**config.mk**
```make
export PLATFORM = sky130hd
export DESIGN_NAME = tcm_ctrl_flat
export DESIGN_NICKNAME = d
export VERILOG_FILES = /design/src/rtl/simplecore_pkg.sv /design/src/rtl/tcm_ctrl_if.sv /design/src/rtl/tcm_rsp_skid.sv /design/src/rtl/tcm_ctrl.sv /design/src/flat_wrapper.sv
export SDC_FILE = /design/constraint.sdc
export NUM_CORES = 1
export LEC_CHECK = 0
export ABC_AREA = 1
export ABC_CLOCK_PERIOD_IN_PS = 1200
export BUFFER_PORTS_ARGS = -buffer_cell sky130_fd_sc_hd__buf_4
export CORE_MARGIN = 8
export CORE_UTILIZATION = 37
export CTS_CLUSTER_DIAMETER = 200
export CTS_CLUSTER_SIZE = 28
export DETAILED_ROUTE_END_ITERATION = 6
export HOLD_SLACK_MARGIN = 0.08
export PLACE_DENSITY = 0.79
export SYNTH_ARGS = -nofsm -noshare
export SYNTH_HDL_FRONTEND = slang
export SYNTH_SLANG_ARGS = --single-unit
```
**constraint.sdc**
```tcl
create_clock -name clk -period 1.2 [get_ports clk]
set_input_delay 0.12 -clock clk [delete_from_list [all_inputs] [get_ports clk]]
set_output_delay 0.12 -clock clk [all_outputs]
set_load 0.05 [all_outputs]
```
**src/rtl/simplecore_pkg.sv**
```systemverilog
// Shared constants for the simple core's tightly-coupled memories.
package simplecore_pkg;

  localparam logic [31:0] ItcmBaseAddr = 32'h0000_0000;
  localparam logic [31:0] DtcmBaseAddr = 32'h8000_0000;
  localparam int unsigned TcmDataWidth = 32;
  // Response payload is {err, rdata}.
  localparam int unsigned TcmRspWidth  = TcmDataWidth + 1;

endpackage

```
**src/rtl/tcm_ctrl_if.sv**
```systemverilog
// Command/response valid-ready bus between the core and the TCM controller.
interface tcm_ctrl_if #(
  parameter int unsigned AW = 32,
  parameter int unsigned DW = 32,
  parameter int unsigned MW = DW / 8
);

  logic          cmd_valid;
  logic          cmd_ready;
  logic          cmd_read;
  logic [AW-1:0] cmd_addr;
  logic [DW-1:0] cmd_wdata;
  logic [MW-1:0] cmd_wmask;
  logic          rsp_valid;
  logic          rsp_ready;
  logic [DW-1:0] rsp_rdata;
  logic          rsp_err;

  modport master (
    output cmd_valid, cmd_read, cmd_addr, cmd_wdata, cmd_wmask, rsp_ready,
    input  cmd_ready, rsp_valid, rsp_rdata, rsp_err
  );

  modport slave (
    input  cmd_valid, cmd_read, cmd_addr, cmd_wdata, cmd_wmask, rsp_ready,
    output cmd_ready, rsp_valid, rsp_rdata, rsp_err
  );

endinterface

```
**src/rtl/tcm_rsp_skid.sv**
```systemverilog
// One-entry response skid buffer; a held entry always takes priority over the input.
module tcm_rsp_skid
  import simplecore_pkg::*;
#(
  parameter int unsigned Width = TcmRspWidth
) (
  input  logic             clk,
  input  logic             rst,
  input  logic             in_valid,
  input  logic [Width-1:0] in_data,
  input  logic             ready,
  output logic             out_valid,
  output logic [Width-1:0] out_data,
  output logic             full
);

  logic             skid_v_q, skid_v_d;
  logic [Width-1:0] skid_data_q, skid_data_d;

  assign out_valid = skid_v_q | in_valid;
  assign out_data  = skid_v_q ? skid_data_q : in_data;
  assign full      = skid_v_q;

  always_comb begin
    skid_v_d    = skid_v_q;
    skid_data_d = skid_data_q;
    if (!skid_v_q) begin
      // Capture the input only when it is offered but not taken.
      skid_v_d    = in_valid & ~ready;
      skid_data_d = in_data;
    end else if (ready) begin
      skid_v_d    = in_valid;
      skid_data_d = in_data;
    end
  end

  always_ff @(posedge clk) begin
    if (rst) begin
      skid_v_q    <= 1'b0;
      skid_data_q <= '0;
    end else begin
      skid_v_q    <= skid_v_d;
      skid_data_q <= skid_data_d;
    end
  end

endmodule

```
**src/rtl/tcm_ctrl.sv**
```systemverilog
// Byte-addressed valid/ready front end for the single-port TCM SRAM, one command per cycle.
module tcm_ctrl
  import simplecore_pkg::*;
#(
  parameter int unsigned   DP        = 512,
  parameter int unsigned   DW        = 32,
  parameter int unsigned   MW        = DW / 8,
  parameter int unsigned   AW        = 32,
  parameter int unsigned   RAW       = $clog2(DP),
  parameter logic [AW-1:0] BASE_ADDR = DtcmBaseAddr
) (
  input  logic            clk,
  input  logic            rst,
  tcm_ctrl_if.slave       bus,
  output logic [RAW-1:0]  ram_addr,
  output logic            ram_we,
  output logic [MW-1:0]   ram_wem,
  output logic [DW-1:0]   ram_din,
  input  logic [DW-1:0]   ram_dout
);

  localparam int unsigned RspW = DW + 1;

  logic [AW-1:0]  off;
  logic           err;
  logic           accept;
  logic           skid_full;
  logic [RAW-1:0] cmd_idx;

  logic           p1_v_q, p1_v_d;
  logic           p1_read_q, p1_read_d;
  logic           p1_err_q, p1_err_d;
  logic [RAW-1:0] p1_idx_q, p1_idx_d;

  logic [RspW-1:0] p1_rsp;
  logic [RspW-1:0] out_rsp;

  assign off     = bus.cmd_addr - BASE_ADDR;
  assign err     = (bus.cmd_addr < BASE_ADDR) | (off >= AW'(DP * 4)) | (off[1:0] != 2'b00);
  assign cmd_idx = off[RAW+1:2];

  assign bus.cmd_ready = ~skid_full & ~rst;
  assign accept        = bus.cmd_valid & bus.cmd_ready;

  // Idle cycles re-read the pending P1 word so ram_dout stays stable under stall.
  always_comb begin
    ram_we   = 1'b0;
    ram_wem  = '0;
    ram_din  = '0;
    ram_addr = p1_idx_q;
    if (accept && !err) begin
      ram_addr = cmd_idx;
      if (!bus.cmd_read) begin
        ram_we  = 1'b1;
        ram_wem = bus.cmd_wmask;
        ram_din = bus.cmd_wdata;
      end
    end
  end

  always_comb begin
    p1_v_d    = p1_v_q & skid_full & ~bus.rsp_ready;
    p1_read_d = p1_read_q;
    p1_err_d  = p1_err_q;
    p1_idx_d  = p1_idx_q;
    if (accept) begin
      p1_v_d    = 1'b1;
      p1_read_d = bus.cmd_read;
      p1_err_d  = err;
      p1_idx_d  = cmd_idx;
    end
  end

  always_ff @(posedge clk) begin
    if (rst) begin
      p1_v_q    <= 1'b0;
      p1_read_q <= 1'b0;
      p1_err_q  <= 1'b0;
      p1_idx_q  <= '0;
    end else begin
      p1_v_q    <= p1_v_d;
      p1_read_q <= p1_read_d;
      p1_err_q  <= p1_err_d;
      p1_idx_q  <= p1_idx_d;
    end
  end

  assign p1_rsp = {p1_v_q & p1_err_q,
                   (p1_v_q & p1_read_q & ~p1_err_q) ? ram_dout : {DW{1'b0}}};

  tcm_rsp_skid #(
    .Width (RspW)
  ) u_skid (
    .clk       (clk),
    .rst       (rst),
    .in_valid  (p1_v_q),
    .in_data   (p1_rsp),
    .ready     (bus.rsp_ready),
    .out_valid (bus.rsp_valid),
    .out_data  (out_rsp),
    .full      (skid_full)
  );

  assign bus.rsp_err   = out_rsp[DW];
  assign bus.rsp_rdata = out_rsp[DW-1:0];

endmodule

```
**src/flat_wrapper.sv**
```systemverilog
// flat-port wrapper written by rule: the top's interface ports become plain ports
module tcm_ctrl_flat import simplecore_pkg::*;
#(
  parameter int unsigned   DP        = 512,
  parameter int unsigned   DW        = 32,
  parameter int unsigned   MW        = DW / 8,
  parameter int unsigned   AW        = 32,
  parameter int unsigned   RAW       = $clog2(DP),
  parameter logic [AW-1:0] BASE_ADDR = DtcmBaseAddr
)
  (clk, rst, ram_addr, ram_we, ram_wem, ram_din, ram_dout, bus_cmd_valid, bus_cmd_read, bus_cmd_addr, bus_cmd_wdata, bus_cmd_wmask, bus_rsp_ready, bus_cmd_ready, bus_rsp_valid, bus_rsp_rdata, bus_rsp_err);
  tcm_ctrl_if #(.AW(AW), .DW(DW), .MW(MW)) bus_i ();
  input  logic clk;
  input  logic rst;
  output logic [RAW-1:0] ram_addr;
  output logic ram_we;
  output logic [MW-1:0] ram_wem;
  output logic [DW-1:0] ram_din;
  input  logic [DW-1:0] ram_dout;
  input wire logic [$bits(bus_i.cmd_valid)-1:0] bus_cmd_valid;
  input wire logic [$bits(bus_i.cmd_read)-1:0] bus_cmd_read;
  input wire logic [$bits(bus_i.cmd_addr)-1:0] bus_cmd_addr;
  input wire logic [$bits(bus_i.cmd_wdata)-1:0] bus_cmd_wdata;
  input wire logic [$bits(bus_i.cmd_wmask)-1:0] bus_cmd_wmask;
  input wire logic [$bits(bus_i.rsp_ready)-1:0] bus_rsp_ready;
  output wire logic [$bits(bus_i.cmd_ready)-1:0] bus_cmd_ready;
  output wire logic [$bits(bus_i.rsp_valid)-1:0] bus_rsp_valid;
  output wire logic [$bits(bus_i.rsp_rdata)-1:0] bus_rsp_rdata;
  output wire logic [$bits(bus_i.rsp_err)-1:0] bus_rsp_err;
  assign bus_i.cmd_valid = bus_cmd_valid;
  assign bus_i.cmd_read = bus_cmd_read;
  assign bus_i.cmd_addr = bus_cmd_addr;
  assign bus_i.cmd_wdata = bus_cmd_wdata;
  assign bus_i.cmd_wmask = bus_cmd_wmask;
  assign bus_i.rsp_ready = bus_rsp_ready;
  assign bus_cmd_ready = bus_i.cmd_ready;
  assign bus_rsp_valid = bus_i.rsp_valid;
  assign bus_rsp_rdata = bus_i.rsp_rdata;
  assign bus_rsp_err = bus_i.rsp_err;
  tcm_ctrl #(.DP(DP), .DW(DW), .MW(MW), .AW(AW), .RAW(RAW), .BASE_ADDR(BASE_ADDR)) u_core (.clk(clk), .rst(rst), .bus(bus_i), .ram_addr(ram_addr), .ram_we(ram_we), .ram_wem(ram_wem), .ram_din(ram_din), .ram_dout(ram_dout));
endmodule
```
==> flow_metrics.tcl, run 1 <==
set metrics [dict create \
    place_ws_ns -0.3116 \
    syn_area_per_cell_um2 6.124 \
    ys_seq_area_share_pct 35.13 \
    yosysTopAreaCell "dfxtp_1" \
    port_buffers 185 \
    numCtsBuffers 5 \
    synthesis.area_um2 2621 \
    synthArstFlopShare_pct 0 \
    worst-ep-kind "primary output" \
    synth-edff-count 0 \
    syn_nets 533 \
    cts.path.max_buffers 2 \
    grt_max_degree 31 \
    dpl_cell_area_um2 5034 \
    status "aborted with a tool error" \
    die_y_um 100.2 \
    grt_worst_setup_endpoint "ram_din[30]" \
    netlist.area_leader.share_pct 35.13 \
    htreeDepth 2 \
    ios 186 \
    initial_core_util_pct 38.37 \
    synthFlopType "dfxtp_1" \
    synthCells 428 \
    root_buffer "clkbuf_8" \
    post-dp-hpwl_um 8833 \
    cts.sinks 46 \
    ys_types 19 \
    synth-seq-cells 46 \
    lastStage "5_1_grt" \
    tool.error "[ERROR DPL-0038] Utilization greater than 100%, impossible to legalize" \
    rows 30 \
    synth_area_leaders "dfxtp_1 35%, nand2_1 18%, o21ai_0 13%, inv_1 7.7%, a21oi_1 6.5%" \
    synth_warnings 0 \
    place.gp.congestion 0.8203 \
    die_w_um 100.2 \
]
[synthesized netlist by cell type, types with 3 or more instances]
cell	n
nor2_4	3
nand2_1	127
nor2_2	12
inv_1	54
a21oi_1	34
nand3_1	11
buf_2	10
dfxtp_1	46
o21ai_0	67
buf_6	4
nor2_1	41
clkbuf_1	12
[cell families after synthesis]
kind of cell,count (synthesis),synth area share [%]
buf+inv,82,13.36
simple gates,197,31.65
compound gates,103,19.86
flops,46,35.13
[per-stage QoR]
step,setup TNS [ns],instances
after CTS,-41.81,776
after detailed placement,-17.86,732
after global placement,-14.13,732
after floorplan,-33.20,428
[timing repair]
action	4_1_cts
gates cloned	12
pin swaps	29
resized for setup	279
setup endpoints to repair	113
buffers inserted	23
hold buffers	9
hold endpoints to repair	9
==> inputs of run 2 (changes only) <==
Settings changed: ABC_CLOCK_PERIOD_IN_PS 1200 to 1600, CORE_UTILIZATION 37 to 40, CTS_CLUSTER_DIAMETER 200 to default, CTS_CLUSTER_SIZE 28 to default, HOLD_SLACK_MARGIN 0.08 to default, PLACE_DENSITY 0.79 to default, PLACE_DENSITY_LB_ADDON from default to 0.15.
Clock period 1.2 ns to 1.6 ns, I/O delays scaled along.
==> run 2 against run 1 <==
  * Synthesized cell count stayed put
  * The flow now finishes, with violations (setup timing)
  * Area after synthesis unchanged
==> flow_metrics.tcl, run 2 <==
set metrics [dict create \
    worstPathRequired_ns 1.44 \
    power_density_nw_per_um2 499.2 \
    rrSetupSlack_ns -0.05 \
    dp_cells 677 \
    worstSetupEndpoint "ram_din[4]" \
    overflow 0 \
    die_y_um 96.95 \
    synth-edff-count 0 \
    cp_max_fo 34 \
    cpMaxStageDelayCell "dfxtp_4" \
    synth-seq-cells 46 \
    fin_util_pct 86.23 \
    crit_chain "nor2_4 > nand2_4 > nor2_4 > nand3_4 > buf_12 > nor2_2 > buf_6" \
    root_buffer "clkbuf_8" \
    r2r_cells 7 \
    diodes 0 \
    grt_pass1_wl_um 16690 \
    grt_max_degree 37 \
    r2r-end "u_core.u_skid.skid_data_q[2]" \
    syn_area_per_cell_um2 6.124 \
    final_cell_mix "122 x buf_4, 74 x nand2_1, 72 x buf_6, 54 x inv_1, 42 x dfxtp_1" \
    critPathLaunch "u_core.u_skid.full" \
    status "finished with violations" \
    clk_pin_slew_ns 0.10 \
    die_w_um 96.95 \
    timing.critical_path.buf_inv 2 \
    layout-drive-gt1-share_pct 57.94 \
    vias 3588 \
    dieArea_um2 9399 \
    min_period_over_period_pct 111.0 \
    r2r-start "u_core.u_skid.full" \
    slew_viol_final 0 \
    wire_per_inst_um 17.99 \
    synth_common_cells "127 x nand2_1, 67 x o21ai_0, 54 x inv_1" \
    synthCells 428 \
    core-area_um2 6350 \
    start_kind "flip-flop" \
    remaining_drc_errors 0 \
    cts.path.max_buffers 2 \
    setup_viol 81 \
    synthFlopType "dfxtp_1" \
    largest_reg_flops 33 \
    ant_nets 0 \
    yosysTopAreaCell "dfxtp_1" \
    routed_via_density 5.075 \
    tightest_slew_ns 0.2689 \
    synth.most_common_cell "nand2_1" \
    area_growth_pct 108.9 \
    synth_warnings 0 \
    setup_slack_ns -0.1756 \
    firstDrtPassIters 4 \
    cp-end-kind "output port" \
    path_delay_family "simple AND/OR/NAND/NOR gates" \
    top_register "u_core.u_skid.skid_data_q" \
    first_iter_violations 161 \
    rows 29 \
    maxCapViolCount 0 \
    layout_commonest_cell "buf_4" \
    fmax_ghz 0.5632 \
    syn_nets 533 \
    whs_ns 0.06820 \
    rsz0062_at_grt "true" \
    place.gp.congestion 0.7864 \
    post-dp-hpwl_um 7634 \
    cp.arrival_ns 1.62 \
    slowest_delay_ns 0.37 \
    initial_core_util_pct 41.28 \
    leakagePower_uw 0.002809 \
    relSlewSlack_pct 81.89 \
    synth_area_leaders "dfxtp_1 35%, nand2_1 18%, o21ai_0 13%, inv_1 7.7%, a21oi_1 6.5%" \
    fin_cells 707 \
    antenna_found_initial 0 \
    violations "setup timing" \
    crit_top_cell "nor2_4" \
    ys_seq_area_share_pct 35.13 \
    final_nets 734 \
    ys_types 19 \
    ios 186 \
    hold_viol_final 0 \
    reg_top3 "u_core.u_skid.skid_data_q: 33 flops, u_core.p1_idx_q: 9 flops" \
    cts_tree "yes" \
    cp.depth 7 \
    crit_type "reg -> out" \
    cts.sinks 46 \
    synthesis.area_um2 2621 \
    fin_skew_ns 0.02268 \
    netlist.area_leader.share_pct 35.13 \
    grt_pass1_vias 3314 \
    fillCellCount 353 \
    grt_usage_pct 20.98 \
    ctsHoldBuffers 0 \
    synthArstFlopShare_pct 0 \
    port_buffers 185 \
    ir_drop_mv 0.4486 \
    hold_class "in -> reg" \
    numCtsBuffers 5 \
    clk_latency_ns 0.31 \
    htreeDepth 2 \
    min_period_ns 1.776 \
    routed_wirelength_um 12720 \
]
[run 2: how the worst min path moves through the flow]
| stage | startpoint | endpoint | slack, ns | cells past startpoint |
|---|---|---|---|---|
| finish | bus_cmd_addr[3] | u_core.p1_idx_q[1] | 0.07 | 3 |
| detailed placement | bus_cmd_addr[3] | u_core.p1_idx_q[1] | 0.38 | 3 |
| global route | bus_cmd_addr[5] | u_core.p1_idx_q[3] | 0.07 | 3 |
| floorplan | rst | u_core.u_skid.skid_data_q[32] | 0.24 | 1 |
| global placement | bus_cmd_addr[7] | u_core.p1_idx_q[5] | 0.37 | 3 |
| CTS | bus_cmd_addr[9] | u_core.p1_idx_q[7] | 0.06 | 3 |
[run 2: cell type report]
cell class	instances	area (um^2)	share of cell area, %
well taps	77	96.34	1.760
flip-flops and latches	46	928.4	16.96
clock inverters	3	18.77	0.3428
clock buffers	5	68.82	1.257
inverters	55	206.4	3.771
repair buffers	221	2257	41.22
multi-input cells	300	1899	34.69
[run 2: metal layers]
metal / part of all wire [%] / GRT usage, % / vias up / routed length [um]
met1: 37 / 22.94 / 1675 / 4743
met4: 2.6 / 3.550 / 0 / 337
met5: 0 / 0 / - / 0
li1: - / - / 1738 / -
met3: 6.0 / 5.548 / 29 / 759
met2: 54 / 39.53 / 146 / 6878
[run 2: cell families after synthesis]
group | after synthesis | synth area share (%)
AND/OR/NAND/NOR | 197 | 31.65
buffers and inverters | 82 | 13.36
flip-flops | 46 | 35.13
AO/OA/AOI/OAI | 103 | 19.86
[run 2: report_power, final]
part           switching, uW  internal, uW
Sequential              26.2          1190
Combinational            414           382
Clock                    417           308
[run 2: what timing repair did]
action                                  4_1_cts  5_1_grt
cloned                                        2        8
pin swaps                                     2       37
gates resized for setup                     101       83
endpoints found under the setup margin       79       82
buffers inserted                              3        9
[run 2: tightest hold or removal path, stage by stage]
cell     delay (ns)
buf_4          0.09
nand2_1        0.04
nand2_1        0.05
[run 2: through the flow]
| stage | setup TNS [ns] | setup slack (ns) | cell area, um^2 | power [uW] |
|---|---|---|---|---|
| after floorplan | -10.95 | -0.3042 | 2902 | 1550 |
| after global placement | 0 | 0.07825 | 4400 | 1844 |
| after detailed placement | 0 | 0.03834 | 4400 | 1855 |
| after CTS | -6.923 | -0.1479 | 4905 | 2613 |
| after global routing | -13.81 | -0.2650 | 5475 | 2846 |
| final | -8.127 | -0.1756 | 5475 | 2733 |
(Power assumes the default switching activity.)
